`src/rtl/vrf_wb_arbiter.sv`:
```
// vrf_wb_arbiter: round-robin writeback arbiter for a single-ported VRF bank with read priority and anti-starvation
module vrf_wb_arbiter #(
    parameter int NrPorts   = 3,
    parameter int AddrWidth = 6,
    parameter int DataWidth = 64,
    parameter int IdWidth   = 3,
    parameter int MaxStall  = 3
) (
    input  logic                              clk_i,
    input  logic                              rst_ni,
    input  logic [NrPorts-1:0]                wb_valid_i,
    input  logic [NrPorts*AddrWidth-1:0]      wb_addr_i,
    input  logic [NrPorts*DataWidth-1:0]      wb_data_i,
    input  logic [NrPorts*(DataWidth/8)-1:0]  wb_strb_i,
    input  logic [NrPorts*IdWidth-1:0]        wb_id_i,
    output logic [NrPorts-1:0]                wb_gnt_o,
    input  logic                              rd_req_i,
    output logic                              rd_gnt_o,
    output logic                              sram_we_o,
    output logic [AddrWidth-1:0]              sram_addr_o,
    output logic [DataWidth-1:0]              sram_wdata_o,
    output logic [DataWidth/8-1:0]            sram_be_o,
    output logic                              wb_done_o,
    output logic [IdWidth-1:0]                wb_done_id_o,
    output logic [$clog2(NrPorts)-1:0]        wb_done_port_o,
    input  logic [AddrWidth-1:0]              hazard_addr_i,
    output logic                              hazard_hit_o
);
    localparam int PortWidth  = $clog2(NrPorts);
    localparam int StrbWidth  = DataWidth / 8;
    localparam int StallWidth = $clog2(MaxStall + 1);

    logic [PortWidth-1:0]  rr_ptr, winner, idx;
    logic [StallWidth-1:0] stall_cnt;
    logic [NrPorts-1:0]    win_oh;
    logic                  found, any_valid, force_wr, grant_en, rd_lose;
    logic [AddrWidth-1:0]  sel_addr, stage_addr;
    logic [DataWidth-1:0]  sel_data, stage_data;
    logic [StrbWidth-1:0]  sel_strb, stage_strb;
    logic [IdWidth-1:0]    sel_id, stage_id;
    logic [PortWidth-1:0]  stage_port;
    logic                  stage_valid;

    assign any_valid = |wb_valid_i;
    assign force_wr  = (stall_cnt == StallWidth'(MaxStall)) && any_valid;
    assign rd_gnt_o  = rd_req_i && !force_wr;
    assign grant_en  = any_valid && (!rd_req_i || force_wr);
    assign rd_lose   = any_valid && rd_req_i && !force_wr;
    assign wb_gnt_o  = grant_en ? win_oh : '0;

    // First valid port at or after rr_ptr wins; mux its fields with the one-hot winner
    always_comb begin
        found    = 1'b0;
        winner   = '0;
        idx      = '0;
        win_oh   = '0;
        sel_addr = '0;
        sel_data = '0;
        sel_strb = '0;
        sel_id   = '0;
        for (int i = 0; i < NrPorts; i++) begin
            idx = PortWidth'((int'(rr_ptr) + i) % NrPorts);
            if (!found && wb_valid_i[idx]) begin
                found  = 1'b1;
                winner = idx;
            end
        end
        for (int i = 0; i < NrPorts; i++) begin
            win_oh[i] = found && (winner == PortWidth'(i));
            sel_addr  = sel_addr | ({AddrWidth{win_oh[i]}} & wb_addr_i[i*AddrWidth +: AddrWidth]);
            sel_data  = sel_data | ({DataWidth{win_oh[i]}} & wb_data_i[i*DataWidth +: DataWidth]);
            sel_strb  = sel_strb | ({StrbWidth{win_oh[i]}} & wb_strb_i[i*StrbWidth +: StrbWidth]);
            sel_id    = sel_id   | ({IdWidth{win_oh[i]}}   & wb_id_i[i*IdWidth +: IdWidth]);
        end
    end

    // Round-robin pointer advances past each winner; stall counter tracks reads beating pending writes
    always_ff @(posedge clk_i or negedge rst_ni) begin
        if (!rst_ni) begin
            rr_ptr    <= '0;
            stall_cnt <= '0;
        end else if (grant_en) begin
            rr_ptr    <= (winner == PortWidth'(NrPorts - 1)) ? '0 : winner + 1'b1;
            stall_cnt <= '0;
        end else if (rd_lose) begin
            stall_cnt <= stall_cnt + 1'b1;
        end
    end

    // Stage valid marks a write retiring this cycle; a grant during reset is dropped
    always_ff @(posedge clk_i or negedge rst_ni) begin
        if (!rst_ni) stage_valid <= 1'b0;
        else         stage_valid <= grant_en;
    end

    // Stage payload is only meaningful alongside stage_valid, so it carries no reset
    always_ff @(posedge clk_i) begin
        if (grant_en) begin
            stage_addr <= sel_addr;
            stage_data <= sel_data;
            stage_strb <= sel_strb;
            stage_id   <= sel_id;
            stage_port <= winner;
        end
    end

    assign sram_we_o      = stage_valid && |stage_strb;
    assign sram_addr_o    = stage_addr;
    assign sram_wdata_o   = stage_data;
    assign sram_be_o      = stage_strb;
    assign wb_done_o      = stage_valid;
    assign wb_done_id_o   = stage_id;
    assign wb_done_port_o = stage_port;
    assign hazard_hit_o   = stage_valid && |stage_strb && (stage_addr == hazard_addr_i);
endmodule

```
`config.mk`:
```
export PLATFORM = sky130hd
export DESIGN_NAME = vrf_wb_arbiter
export DESIGN_NICKNAME = d
export VERILOG_FILES = /design/src/rtl/vrf_wb_arbiter.sv
export SDC_FILE = /design/constraint.sdc
export NUM_CORES = 1
export LEC_CHECK = 0
export BUFFER_PORTS_ARGS = -buffer_cell sky130_fd_sc_hd__buf_2
export CORE_AREA = 2 2 134 136
export CTS_BUF_LIST = sky130_fd_sc_hd__clkbuf_4 sky130_fd_sc_hd__clkbuf_8 sky130_fd_sc_hd__clkbuf_16
export CTS_CLUSTER_SIZE = 30
export DETAILED_ROUTE_END_ITERATION = 8
export DIE_AREA = 0 0 136 138
export PLACE_DENSITY_LB_ADDON = 0.12
export SLEW_MARGIN = 20
export SYNTH_ARGS = -nofsm -noshare
export SYNTH_HDL_FRONTEND = slang
export SYNTH_SLANG_ARGS = --single-unit
```
`constraint.sdc`:
```
create_clock -name clk_i -period 8.33 [get_ports clk_i]
set_input_delay 0.4165 -clock clk_i [delete_from_list [all_inputs] [get_ports clk_i]]
set_output_delay 0.4165 -clock clk_i [all_outputs]
set_load 0.01 [all_outputs]
```
Yosys cells after proc, flatten, opt, wreduce, memory -nomap -nowiden
Index checks and enable logic that the tools add are counted.
Storage, ports and cells
  word-level logic and storage cells: 79
  output and inout bits: 90
  bits in registers: 88
  input port bits: 255
  bits in writable memories: 0
  bits in read-only memories: 0
  latch bits: 0
  memories: 0
Operators by class
  reductions and logical operators: 21
  $add $sub $neg: 4
  bitwise logic cells: 20
  muxes and demuxes: 16
  $lt $le $gt $ge: 3
  divide/modulo/power cells: 3
  shift operators: 0
  eq/ne operators: 4
  $mul: 0
Operators by type and width (number)
  $and 64x64->64: 3
  $or 64x64->64: 2
  $mod 32x3->32 const B: 2
  $mod 3x3->32 const B: 1
  $and 8x8->8: 3
  $and 6x6->6: 3
  $or 8x8->8: 2
  $logic_and 1x1->1: 12
  $mux 2: 6
  $or 6x6->6: 2
  $and 3x3->3: 3
  $lt 2x3->1 const B: 3
  $reduce_or 8->1: 1
  $bmux 1 s2: 3
  $eq 6x6->1: 1
  $mux 1: 6
  $or 3x3->3: 2
  $add 2x1->2 const B: 2
  $eq 2x2->1 const B: 2
  $logic_not 1->1: 4
  $add 2x1->3 const B: 1
  $add 2x2->3 const B: 1
  $mux 3: 1
  $reduce_or 3->1: 1
  other kinds (4): 4

Depth between registers and ports, before layout
Gate-level depths: netlist (run 1).
  word-level depth: 15
  depth in mapped cells: 11
  mapped depth without buffers: 8

Least setup slack after synthesis (run 1)
OpenSTA, ideal clock, no wires.
  kind: reg2out
  start point: register stall_cnt[0]
  end point: output port wb_gnt_o[0]
  cell stages (with the launch flop): 5
  buffers on the path: 0
  required time: 7914 ps
  slack: 5084 ps
  arrival: 2830 ps
  path through: dfrtp_1 -> ha_1 -> o21ai_0 -> inv_1 -> and3_1
Between the ends
  longest elaborated chain between the ends: 5
RTL lines
  start, declared: line 34  | logic [StallWidth-1:0] stall_cnt;
  start signal, assigned: line 86  | stall_cnt <= stall_cnt + 1'b1;
  $eq 2x2->1: line 45  | assign force_wr = (stall_cnt == StallWidth'(MaxStall)) && any_valid;
  $logic_and 1x1->1: line 45
  $logic_or 1x1->1: line 47  | assign grant_en = any_valid && (!rd_req_i || force_wr);
  $logic_and 1x1->1: line 47
  named net grant_en: line 36  | logic found, any_valid, force_wr, grant_en, rd_lose;
  $mux 3: line 49  | assign wb_gnt_o = grant_en ? win_oh : '0;
  end, declared: line 16  | output logic [NrPorts-1:0] wb_gnt_o,
The timed path passes the listed nets, and every way through them passes these cells.

Final worst setup path (run 1)
  start point: register rr_ptr[0]
  end point: output port wb_gnt_o[2]
Between the ends
  longest elaborated chain between the ends: 13
  elaborated cells between the ends (all ways): 24
  classes of those cells: add/sub: 2; div: 3; eq/ne: 1; mux: 13; reduce/logical: 5
RTL lines
  start, declared: line 33  | logic [PortWidth-1:0] rr_ptr, winner, idx;
  start signal, assigned: line 83  | rr_ptr <= (winner == PortWidth'(NrPorts - 1)) ? '0 : winner + 1'b1;
  branches (longest 9 deep; another with $mod 32x3->32)
  $mux 2 *: line 63  | if (!found && wb_valid_i[idx]) begin
  named net winner[1]: line 33
  $eq 2x2->1 *: line 69  | win_oh[i] = found && (winner == PortWidth'(i));
  $logic_and 1x1->1 *: line 69
  $mux 3 *: line 49
Mark *: on every way through the listed nets, which the timed path passes. The select of a mux whose other input is x is not followed.

==> results of run 1 <==
[what timing repair did]
action | in CTS | in global routing
endpoints found under the setup margin | 0 | 0
hold endpoints to repair | 5 | 0
hold buffers | 1 | 0
[sequential cells by signal, summed over array words and instances, names as in the netlist]
name	flops
rr_ptr	2
sram_addr_o	6
sram_be_o	8
sram_wdata_o	64
stall_cnt	2
wb_done_id_o	3
wb_done_o	1
wb_done_port_o	2
[worst max-delay path, cell delays in order, from the launching register on]
cell	delay (ps)
dfrtp_1	410
inv_1	90
ha_1	230
mux2_2	350
and3b_1	230
nand2_2	630
buf_4	570
o21a_4	230
and2_1	120
buf_2	130
[layout by cell type (no fill, tap or decap), types with 2 or more instances in the layout]
| master | n |
|---|---|
| clkinv_2 | 2 |
| inv_1 | 5 |
| buf_4 | 6 |
| mux2i_1 | 2 |
| nand3_1 | 244 |
| nand2_1 | 5 |
| nor4_1 | 4 |
| ha_1 | 5 |
| a22oi_1 | 81 |
| buf_2 | 344 |
| xor2_1 | 6 |
| a21boi_0 | 2 |
| nor3_1 | 2 |
| clkbuf_16 | 9 |
| edfxtp_1 | 83 |
| a21o_1 | 2 |
| nor2b_1 | 2 |
| clkinvlp_4 | 3 |
| dfrtp_1 | 5 |
| o21a_4 | 2 |
| clkbuf_4 | 2 |
[layer usage]
layer	global-route usage (%)	up-vias	wire, um
li1	-	2689	-
met1	22.57	2758	6920
met2	34.65	279	9690
met3	3.740	48	1486
met4	9.649	0	709
met5	0	-	0
[per-stage QoR]
stage                     hold WS, ps  cells  area, um^2  util (%)
after CTS                       351.7   1069        7307     41.67
after global routing            376.1   1070        7335     41.83
after floorplan                 120.9    526        5218         -
after detailed placement        257.4   1052        6999     39.92
final                           366.7   1070        7335     41.83
after global placement          244.8   1052        6999     39.92
[cell type report]
type | instances | share of cell area (%)
timing repair buffer | 352 | 24.60
inverter | 7 | 0.3753
clock inverter | 5 | 0.7847
tap | 229 | 3.907
sequential | 88 | 35.69
multi-input combinational | 378 | 31.37
clock buffer | 11 | 3.275
[kinds of logic after synthesis]
logic type	synth area share, %
AO/OA/AOI/OAI	14.92
XOR/XNOR	1.007
adder cells (fa/ha/maj)	1.199
buffers and inverters	6.283
flip-flops	50.17
multiplexers	0.8632
AND/OR/NAND/NOR	25.56
[how the worst max path moves through the flow]
| stage | cells past startpoint | end |
|---|---|---|
| final | 9 | wb_gnt_o[2] |
| after global routing | 6 | wb_gnt_o[0] |
| after CTS | 8 | wb_gnt_o[0] |
| after detailed placement | 8 | wb_gnt_o[0] |
| after global placement | 8 | wb_gnt_o[0] |
| after floorplan | 4 | wb_gnt_o[0] |
[power by group through the flow]
stage / sequential (uW) / combinational, uW / clock (uW)
2_1_floorplan: 1030 / 971 / 0
3_3_place_gp: 913 / 1550 / 0
3_5_place_dp: 915 / 1580 / 0
4_1_cts: 910 / 1580 / 415
5_1_grt: 930 / 1780 / 433
6_report: 905 / 1590 / 403
==> impl_results.md, run 1 <==
* Status: finished clean
* Seq pwr share at 31.3%
* # DRC at 0
* Reg2reg end: sram_wdata_o[39]$_DFFE_PP_
* Final slew viol count at 0
* RSZ-0062 raised after global routing: false
* DP Worst Slack at 4793 ps
* Seq/Total Area, Yosys at 50.17%
* Post-synth top area cell: edfxtp_1
* Total number of yosys warnings at 0
* Syn Nets at 786
* Starting Density at 29.76%
* Final setup violating endpoints at 0
* Routed vias/inst at 5.396
* Cell variety after synth at 40
* First-pass GRT wire length at 29280 um
* GRT Overall Usage at 19.66%
* Int Pwr at 1651 uW
* Post-synth EDFFs at 83
* Clk sinks at 88
* Critical path arrival at 3320 ps
* Post-DP HPWL at 13080 um
* Crit end category: output port
* LEAKAGE at 0.003348 uW
* Port bufs at 344
* CTS root buf: clkbuf_16
* Post-route worst setup slack at 4591 ps
* TritonCTS Buffers at 9
* Top-area cell type share of the netlist area at 47.77%
* Fraction of registers with async set/reset at 5.682%
* Die Ht at 138 um
* Max VDD drop at 0.0001828 V
* PwrDens at 395.0 nW/um^2
* Area Growth Syn to Fin at 40.58%
* Worst skew pair latency at 340 ps
* Largest cells by area after synthesis: edfxtp_1 48%, nand3_1 23%, a22oi_1 12%, buf_2 2.7%, dfrtp_1 2.4%
* Area of the multi-input gates at 2301 um^2
* Setup_tns at 0 ps
* FF-to-FF setup slack at 5330 ps
* Psw at 1246 uW
* FF-to-FF Start: rr_ptr[1]$_DFFE_PN0P_
* Drt total wl at 18810 um
* Clk slew on worst S/H paths at 70 ps
* Routability Congestion at 0.7918
* Post-CTS setup buffers at 0
* Most frequent cell after synthesis: nand3_1
* Crit Path Class: reg -> out
* Hold Startpoint: wb_data_i[4]
* Main flop type after synthesis: edfxtp_1
* FP Rows at 49
* Switching part of the total power at 43.01%
* FF+latch count, synth at 88
* Initial DRT Pass Iterations at 5
* Highest clock rate at 267.4 MHz
* Tmin final at 3739 ps
* CP startpoint: rr_ptr[0]$_DFFE_PN0P_
* Max Cap Viol at 0
* Hold path cells at 3
* Initial antenna violation count at 0
* Cell Area, Synth at 5218 um^2
* Htree depth at 3
* Vias in the first global route at 5757
* Clock Tree Buf Depth at 2
* IO Pins at 345
* Largest net degree at the start of global routing at 84
* Period utilization at 44.89%
* Die X-Extent at 136 um
* Die ar. at 18770 um^2
* Final hold vios at 0
* Class of the worst hold path: in -> reg
* PostCTS Resize Cnt at 0
* Core region area at 17530 um^2
* CTS tree: done
* Commonest cells post-synth: 244 x nand3_1, 83 x edfxtp_1, 81 x a22oi_1, 28 x buf_2, 15 x clkbuf_1
* Antenna Nets Post-Route at 0
* Endpoint, Worst Hold: sram_wdata_o[4]$_DFFE_PP_
* Clk_skew at 6.796 ps
* Share of cells above drive strength 1 at 45.07%
* FF/Latch Area at 2618 um^2
* Nets@finish at 1096
* Slew headroom at 34.68%
* Antenna Diode Count at 0
* Mapped Cells at 526
* Critical Path Start Type: flip-flop
* Via Count at 5774
* Worst Path Max Fanout at 45
* R2R depth at 9
* Wire per inst at 17.58 um
* Logic pwr share at 54.8%
* Initial DRC count at 269
* Gr ovfl total at 0
* Layout filler cell count at 1818
* Worst path required time at 7910 ps
* Clock power share at 13.9%
* Measured slew at the worst slew-check pin at 979.8 ps
* Synth Area per Inst at 9.919 um^2
* Total power at 2897 uW
No activity file was read; power rests on OpenSTA's default activity.
==> run 2: changes to the inputs <==
--- a/config.mk
+++ b/config.mk
@@ -5,12 +5,13 @@
 export SDC_FILE = /design/constraint.sdc
 export NUM_CORES = 1
 export LEC_CHECK = 0
+export ABC_AREA = 1
 export BUFFER_PORTS_ARGS = -buffer_cell sky130_fd_sc_hd__buf_2
-export CORE_AREA = 2 2 134 136
+export CORE_AREA = 2 2 133 135
 export CTS_BUF_LIST = sky130_fd_sc_hd__clkbuf_4 sky130_fd_sc_hd__clkbuf_8 sky130_fd_sc_hd__clkbuf_16
 export CTS_CLUSTER_SIZE = 30
 export DETAILED_ROUTE_END_ITERATION = 8
-export DIE_AREA = 0 0 136 138
+export DIE_AREA = 0 0 135 137
 export PLACE_DENSITY_LB_ADDON = 0.12
 export SLEW_MARGIN = 20
 export SYNTH_ARGS = -nofsm -noshare
==> constraint.sdc (replaced) <==
create_clock -name clk_i -period 3.6 [get_ports clk_i]
set_input_delay 0.18 -clock clk_i [delete_from_list [all_inputs] [get_ports clk_i]]
set_output_delay 0.18 -clock clk_i [all_outputs]
set_load 0.01 [all_outputs]
==> run 2 against run 1 <==
- clock power rose by 140%
- synthesized cell count is 0.38% higher
- power grew to 2.5 times the previous value
- global-route usage is 2.4 points lower
- largest cell class unchanged
- highest routed layer unchanged
==> impl_results.md, run 2 <==
* Status: finished clean
* Highest clock rate at 361.1 MHz
* GRT Overall Usage at 17.25%
* Synth Area per Inst at 8.635 um^2
* Final Cell Area at 6855 um^2
* Commonest non-fill, non-tap cell in the layout: buf_2
* IO Pins at 345
* Via Count at 4801
* Tmin final at 2769 ps
* Seq/Total Area, Yosys at 57.41%
* CP startpoint: rr_ptr[0]$_DFFE_PN0P_
* Post-synth top area cell: edfxtp_1
* Cell Area, Synth at 4559 um^2
* Clk slew on worst S/H paths at 70 ps
* Placed cell areas at 6554 um^2
* Switching part of the total power at 44.17%
* Worst Path Max Fanout at 84
* Critical path arrival at 2590 ps
* Logic pwr share at 56.8%
* Mapped Cells at 528
* CTS root buf: clkbuf_16
* Critical Path Start Type: flip-flop
* Die ar. at 18500 um^2
* Crit Path Class: reg -> out
* Final slew viol count at 0
* FF+latch count, synth at 88
* Class of the worst hold path: in -> reg
* Vias in the first global route at 4582
* Total number of yosys warnings at 0
* Setup_tns at 0 ps
* Measured slew at the worst slew-check pin at 552.2 ps
* Worst Path Buf+Inv at 3
* Slew headroom at 63.19%
* Worst path most repeated cell: nand2_1
* RSZ-0062 raised after global routing: false
* Clk_skew at 8.475 ps
* Starting Density at 26.73%
* Port bufs at 344
* Syn Nets at 788
* First-pass GRT wire length at 24120 um
* Initial DRC count at 166
* Gr ovfl total at 0
* Htree depth at 3
* Hold Startpoint: wb_data_i[25]
* Die Ht at 137 um
* Core region area at 17060 um^2
* Clock power share at 13.1%
* Max VDD drop at 0.0004008 V
* Worst skew pair latency at 350 ps
* FP Rows at 48
* Final setup violating endpoints at 0
* # DRC at 0
* Die X-Extent at 135 um
* Layout filler cell count at 1791
* Wire per inst at 15.03 um
* Top-area cell type share of the netlist area at 54.67%
* Most frequent cell after synthesis: nand2_1
* Final hold vios at 0
* Share of cells above drive strength 1 at 43.31%
* FF-to-FF Start: rr_ptr[0]$_DFFE_PN0P_
* Max Cap Viol at 0
* Largest net degree at the start of global routing at 88
* CP top delay family: simple AND/OR/NAND/NOR gates
* Crit end category: output port
* Main flop type after synthesis: edfxtp_1
* Commonest cells post-synth: 263 x nand2_1, 91 x nand3_1, 83 x edfxtp_1, 16 x inv_1, 15 x buf_2
* Post-DP HPWL at 12470 um
* Nets@finish at 1130
* Slowest cell on the critical path: ha_1
* Commonest cells after routing, fill and taps aside: 344 x buf_2, 262 x nand2_1, 91 x nand3_1, 83 x edfxtp_1, 16 x inv_1
* Post-synth EDFFs at 83
* Initial DRT Pass Iterations at 4
* Psw at 3226 uW
* Int Pwr at 4078 uW
* Cell variety after synth at 25
* CP max stage delay at 400 ps
* Seq pwr share at 30.1%
* Routed vias/inst at 4.365
* Largest cells by area after synthesis: edfxtp_1 55%, nand2_1 22%, nand3_1 10%, dfrtp_1 2.7%, buf_2 1.6%
* CTS tree: done
* Clock Tree Buf Depth at 2
* Antenna Nets Post-Route at 0
* Period utilization at 76.93%
* Routability Congestion at 0.7357
* Drt total wl at 16530 um
* Worst path required time at 3420 ps
* Final core utilization at 40.19%
* PwrDens at 1065 nW/um^2
* Cell breakdown of the critical path: inv_1 -> ha_1 -> nand2_1 -> nand3_1 -> nand2_1 -> nand2_1 -> o21ai_1 -> nand2_2 -> buf_12 -> nor3_1 -> buf_2
* Area Growth Syn to Fin at 50.36%
* LEAKAGE at 0.003432 uW
* Clk sinks at 88
* TritonCTS Buffers at 9
* Antenna Diode Count at 0
* Initial antenna violation count at 0
* Fraction of registers with async set/reset at 5.682%
* Max reg flops at 64
-- run 2: changes by cell type after synthesis, sizes merged, moves of 3 or more --
cell    previous run  this run
nand2              6       264
nand3            244        91
a22oi             81         0
buf               38        24
clkbuf            15         3
inv                7        18
nor2               2        12
o21ai              2         9
nor4               4         0
mux2i              3         0
xor2               6         3
-- run 2: timing repair --
| item | in CTS | in global routing |
|---|---|---|
| setup buffers | 0 | 0 |
| setup endpoints to repair | 0 | 0 |
| resized for setup | 0 | 0 |
| hold buffers | 1 | 0 |
| endpoints found under the hold margin | 5 | 0 |
-- run 2: final cells by class --
type,instances,area [um^2],area share (%)
Sequential cell,88,2618,38.18
Tap cell,225,281.5,4.107
Inverter,18,67.56,0.9856
Timing Repair Buffer,358,1867,27.23
Multi-Input combinational cell,395,1730,25.24
Clock buffer,10,232.7,3.395
Clock inverter,6,58.81,0.8578
-- run 2: worst paths after layout --
check                                                  end  slack, ps  cells after the start
worst max-delay path                           wb_gnt_o[0]        830                     11
worst min-delay path            sram_wdata_o[25]$_DFFE_PP_        110                      3
worst max register to register   sram_wdata_o[7]$_DFFE_PP_       1180                     13
worst min register to register    stall_cnt[1]$_DFFE_PN0P_        490                      2
max in group asynchronous            rr_ptr[0]$_DFFE_PN0P_       3260                      2
min in group asynchronous         stall_cnt[0]$_DFFE_PN0P_        190                      2
-- run 2: worst register-to-register path: cells and delay by family (launching register included) --
kind,cells,cell delay [ps]
buf+inv,3,430
fa+ha+maj,1,420
flops,1,380
simple gates,9,1060
-- run 2: layer usage --
layer	track usage (%)	up-vias	part of all wire, %
met3	5.519	27	9.5
met4	8.333	0	2.8
li1	-	2434	-
met2	29.92	245	50
met5	0	-	0
met1	19.20	2095	38
-- run 2: logic make-up after synthesis --
kind of cell,synth area share (%)
AND/OR/NAND/NOR,34.00
flip-flops,57.41
buffers and inverters,4.857
AO/OA/AOI/OAI,1.592
adder cells (fa/ha/maj),1.372
XOR/XNOR,0.7685
-- run 2: power groups by stage --
stage               combinational (uW)  sequential [uW]  clock, uW
global placement                  4210             2220          0
detailed placement                4260             2220          0
CTS                               4260             2210        983
finish                            4150             2200        954
floorplan                         2440             2490          0
global route                      4720             2260       1020
-- run 2: metrics by stage --
stage	hold WS (ps)	setup slack (ps)	cells	total power (uW)
floorplan	-115.6	950.1	528	4925
global placement	14.75	1181	1083	6434
detailed placement	13.07	1155	1083	6485
CTS	85.21	813.9	1100	7454
global route	98.19	589.5	1100	7996
finish	106.1	830.6	1100	7304
